`config.mk`:
```
export PLATFORM = sky130hd
export DESIGN_NAME = wildcard_sel_decoder
export DESIGN_NICKNAME = d
export VERILOG_FILES = /design/src/rtl/wildcard_sel_decoder.sv
export SDC_FILE = /design/constraint.sdc
export NUM_CORES = 1
export LEC_CHECK = 0
export ABC_CLOCK_PERIOD_IN_PS = 2400
export CAP_MARGIN = 20
export CORE_MARGIN = 1.5
export CORE_UTILIZATION = 48
export CTS_CLUSTER_DIAMETER = 120
export DETAILED_ROUTE_END_ITERATION = 10
export GPL_TIMING_DRIVEN = 0
export HOLD_SLACK_MARGIN = 0.02
export PLACE_DENSITY = 0.77
export REMOVE_ABC_BUFFERS = 1
export SLEW_MARGIN = 30
export SYNTH_ARGS = -nofsm -noshare
export SYNTH_HDL_FRONTEND = slang
export SYNTH_SLANG_ARGS = --single-unit
```
`constraint.sdc`:
```
create_clock -name clk -period 2.4 [get_ports clk]
set_clock_uncertainty 0.2 [all_clocks]
set_input_delay 0.48 -clock clk [delete_from_list [all_inputs] [get_ports clk]]
set_output_delay 0.48 -clock clk [all_outputs]
set_load 0.05 [all_outputs]
```
`src/rtl/wildcard_sel_decoder.sv`:
```
// wildcard_sel_decoder
// -----------------------------------------------------------------------------
// Buffered wildcard decoder. An index plus a care-mask is decoded into the
// select vector of every position whose index matches on the cared bits
// (cleared care bits behave like '?' in a casez item). Decoded vectors are
// queued in a 2-entry valid/ready FIFO before reaching the consumer.
//
// Ports:
//   clk        in   1      rising-edge clock
//   rst_n      in   1      asynchronous active-low reset
//   in_valid   in   1      request valid
//   in_ready   out  1      block can accept a request (registered)
//   in_idx     in   IDX_W  target index
//   in_care    in   IDX_W  care-mask, 1 = compare bit, 0 = don't-care
//   out_valid  out  1      head entry valid
//   out_ready  in   1      consumer takes the head
//   out_sel    out  OUT_W  decoded select vector, 0 when empty
//   txn_cnt    out  CNT_W  completed output transfers, wraps
// -----------------------------------------------------------------------------
module wildcard_sel_decoder #(
   parameter  int IDX_W = 2,
   parameter  int CNT_W = 8,
   localparam int OUT_W = 2**IDX_W
) (
   input  logic             clk,
   input  logic             rst_n,
   input  logic             in_valid,
   output logic             in_ready,
   input  logic [IDX_W-1:0] in_idx,
   input  logic [IDX_W-1:0] in_care,
   output logic             out_valid,
   input  logic             out_ready,
   output logic [OUT_W-1:0] out_sel,
   output logic [CNT_W-1:0] txn_cnt
);

   logic [OUT_W-1:0] dec_sel;
   logic [OUT_W-1:0] mem_q [2];
   logic [OUT_W-1:0] mem_d [2];
   logic             wr_ptr_q, wr_ptr_d;
   logic             rd_ptr_q, rd_ptr_d;
   logic [1:0]       count_q, count_d;
   logic             in_ready_q, in_ready_d;
   logic [CNT_W-1:0] txn_cnt_q, txn_cnt_d;
   logic             push;
   logic             pop;

   // A position is selected when it differs from the index only in
   // don't-care bits, so a cleared mask selects everything.
   always_comb begin
      dec_sel = '0;
      for (int i = 0; i < OUT_W; i++) begin
         dec_sel[i] = (((IDX_W)'(i) ^ in_idx) & in_care) == '0;
      end
   end

   assign push = in_valid && in_ready_q;
   assign pop  = out_valid && out_ready;

   // Next-state for storage, pointers, occupancy and the transfer counter.
   // in_ready is registered from the next occupancy, so a full FIFO never
   // sees a push and push+pop at count 2 cannot happen.
   always_comb begin
      mem_d     = mem_q;
      wr_ptr_d  = wr_ptr_q ^ push;
      rd_ptr_d  = rd_ptr_q ^ pop;
      count_d   = count_q;
      txn_cnt_d = txn_cnt_q;
      if (push) begin
         mem_d[wr_ptr_q] = dec_sel;
      end
      case ({push, pop})
         2'b10:   count_d = count_q + 2'd1;
         2'b01:   count_d = count_q - 2'd1;
         default: count_d = count_q;
      endcase
      if (pop) begin
         txn_cnt_d = txn_cnt_q + {{(CNT_W-1){1'b0}}, 1'b1};
      end
      in_ready_d = (count_d != 2'd2);
   end

   always_ff @(posedge clk or negedge rst_n) begin
      if (!rst_n) begin
         mem_q      <= '{default: '0};
         wr_ptr_q   <= 1'b0;
         rd_ptr_q   <= 1'b0;
         count_q    <= 2'd0;
         in_ready_q <= 1'b0;
         txn_cnt_q  <= '0;
      end else begin
         mem_q      <= mem_d;
         wr_ptr_q   <= wr_ptr_d;
         rd_ptr_q   <= rd_ptr_d;
         count_q    <= count_d;
         in_ready_q <= in_ready_d;
         txn_cnt_q  <= txn_cnt_d;
      end
   end

   // Outputs derive directly from flops, so reset clears them at once.
   assign out_valid = (count_q != 2'd0);
   assign out_sel   = out_valid ? mem_q[rd_ptr_q] : '0;
   assign in_ready  = in_ready_q;
   assign txn_cnt   = txn_cnt_q;

endmodule

```
==> flow_summary.ini <==
[clock_network]
numCtsBuffers = 3
clk_pin_slew_ns = 0.11
root_buffer = clkbuf_4
clock_path_buffers = 2
htree_levels = 1
cts_tree = built
numClockSinks = 21
post-cts-setup-buffers = 0
clock_latency_ns = 0.29

[synth]
netlist_instances = 85
synth_top_area_share_pct = 53.4
synth.area.mux_share_pct = 13.2
syn_avg_cell_area_sq_um = 11.6
mappedNetlistArea_sq_um = 985
synth_xor_area_share_pct = 8.89
yosysWarnings = 0
synth_area_leaders = dfrtp_1, mux2_2, ha_1
ys_seq_elements = 21
synth_top_cell_by_area = dfrtp_1
ys_types = 22
yosys.area_share.simple_pct = 11.7
synth_top_family_by_area = multiplexers
synth.yosys.seq_area_share_pct = 53.4
synth_compound_area_share_pct = 5.46
synthAdderAreaFrac_pct = 5.08

[global_route]
met1_usage_pct = 19.5
grt_antenna_before_repair = 0
grt_max_degree = 22
grt_util_met3_pct = 2.22
grt_use_total_pct = 16.3
grt-ovfl-total = 0
gr-usage-met2_pct = 28.4
top_usage_layer = met2
grt_pass1_wl_mm = 2.60
grt_pass1_vias = 645

[die]
die_h_microns = 48.3
boundaryPins = 22
core_sq_mm = 0.00194
start_util_pct = 50.7
die-area_sq_mm = 0.00233
die_w_microns = 48.3
rows = 16

[finish]
fillers = 175
layout.nets = 123
diodes = 0
area_growth_pct = 26.9
register_area_sq_um = 526
layout-drive-gt1-share_pct = 14.5
multiInputGateArea_sq_um = 437

[placement]
dp_hpwl_mm = 1.27
portBuffers = 21
gp_congestion = 0.718

[route]
drt-initial-drc-count = 7
vias = 679
viasPerCell = 4.96
postRouteAntennaNets = 0
wirelength_mm = 1.64
dr.pass1.iters = 4
drc = 0
post_drt_wl_per_cell_microns = 12.0

[critical_path]
path_class = reg -> out
crit_path_end_kind = output port
worst_setup_path_start_kind = flip-flop
critical_path_required_ns = 1.72
arrival_ns = 1.61
critPathMaxFanout = 5

[sta]
post-route-min-period_ns = 2.29
setup_viol = 0
period_share_pct = 95.3
slew_violations = 0
rsz0062_at_grt = false
max-slew-margin-rel_pct = 67.1
fmaxAchievable_ghz = 0.437
tns_ns = 0
worst_pin_slew_ns = 0.493
hold_viol_final = 0

[outcome]
status = complete, no violations

[min_path]
hp-class = reg -> reg

[flow_run]
drv_cap = 0
## sequential cells by signal, indices dropped and copies added (netlist names)
signal,flops
mem_q,8
in_ready,1
rd_ptr_q,1
txn_cnt,8
wr_ptr_q,1
count_q,2
## final cells by class
cell class | count | area share [%]
tap | 27 | 2.70
multi-input combinational | 58 | 34.9
clock buffer | 4 | 2.10
inverter | 5 | 1.50
sequential | 21 | 42.0
timing repair buffer | 22 | 16.7
## path summary, 6_finish.rpt
kind,from,end,cells after the start,slack [ns]
max,count_q[0],out_sel[1],3,0.11
min,txn_cnt[7],txn_cnt[7],1,0.27
max reg2reg,count_q[0],count_q[1],5,0.43
min reg2reg,txn_cnt[7],txn_cnt[7],1,0.27
max in group asynchronous,rst_n,txn_cnt[4],2,1.24
min in group asynchronous,rst_n,mem_q[6],2,0.45
## layout by cell type, fill, tap and decap left out
cell,instances
dfrtp_1,21
clkdlybuf4s50_1,15
nand2_1,9
nor2_1,8
mux2_2,8
xnor2_1,5
xor2_1,5
dlygate4sd2_1,5
inv_1,4
mux2i_1,4
ha_1,4
nor3_1,3
clkbuf_4,3
nor2b_1,2
a21oi_1,2
o21a_1,1
or2_1,1
o21bai_1,1
o21ai_2,1
inv_2,1
a22oi_1,1
o211ai_2,1
nor4_2,1
nand3_1,1
clkbuf_1,1
dlygate4sd3_1,1
buf_2,1
## kinds of logic after synthesis
group / after synthesis
simple gates: 25
flops: 21
mux: 12
xor+xnor: 10
compound gates: 7
buf+inv: 6
fa+ha+maj: 4
## routing by layer
| layer | vias up | routed length (microns) | part of all wire [%] |
|---|---|---|---|
| met4 | 0 | 14 | 0.85 |
| met1 | 338 | 716 | 44 |
| met2 | 7 | 870 | 53 |
| met3 | 2 | 38 | 2.3 |
| met5 | - | 0 | 0 |
| li1 | 332 | - | - |
## Yosys cell counts
master,count
inv_1,4
inv_2,1
a21oi_1,2
clkbuf_1,1
mux2i_1,4
ha_1,4
nor4_2,1
nand3_1,1
o211ai_2,1
xor2_1,5
o21a_1,1
or2_1,1
mux2_2,8
nand2_1,9
o21bai_1,1
xnor2_1,5
nor2b_1,2
a22oi_1,1
dfrtp_1,21
nor2_1,8
o21ai_2,1
nor3_1,3
## worst max-delay path: stages (launching register included)
cell and delay (ns):
dfrtp_1 0.48, nor2_1 0.33, nor2_1 0.08, dlygate4sd2_1 0.43
## what timing repair did
| item | in CTS | in global routing |
|---|---|---|
| endpoints found under the setup margin | 5 | 0 |
| hold buffers | 0 | 1 |
| endpoints found under the hold margin | 0 | 21 |
| resized for setup | 5 | 0 |
## metrics by stage
stage               utilization (%)  cells  area [sq um]  worst slack, ns  hold slack [ns]
CTS                            64.1    136          1240           0.0757            0.277
floorplan                         -     84           981            0.492          -0.0156
finish                         64.4    137          1250            0.112            0.267
global placement               63.1    132          1220            0.124            0.255
global route                   64.4    137          1250           0.0144            0.296
detailed placement             63.1    132          1220            0.104            0.262
Power is left out: the tool's default activity adds up to more than one toggle a clock period on the data nets, which glitch-free logic cannot reach.
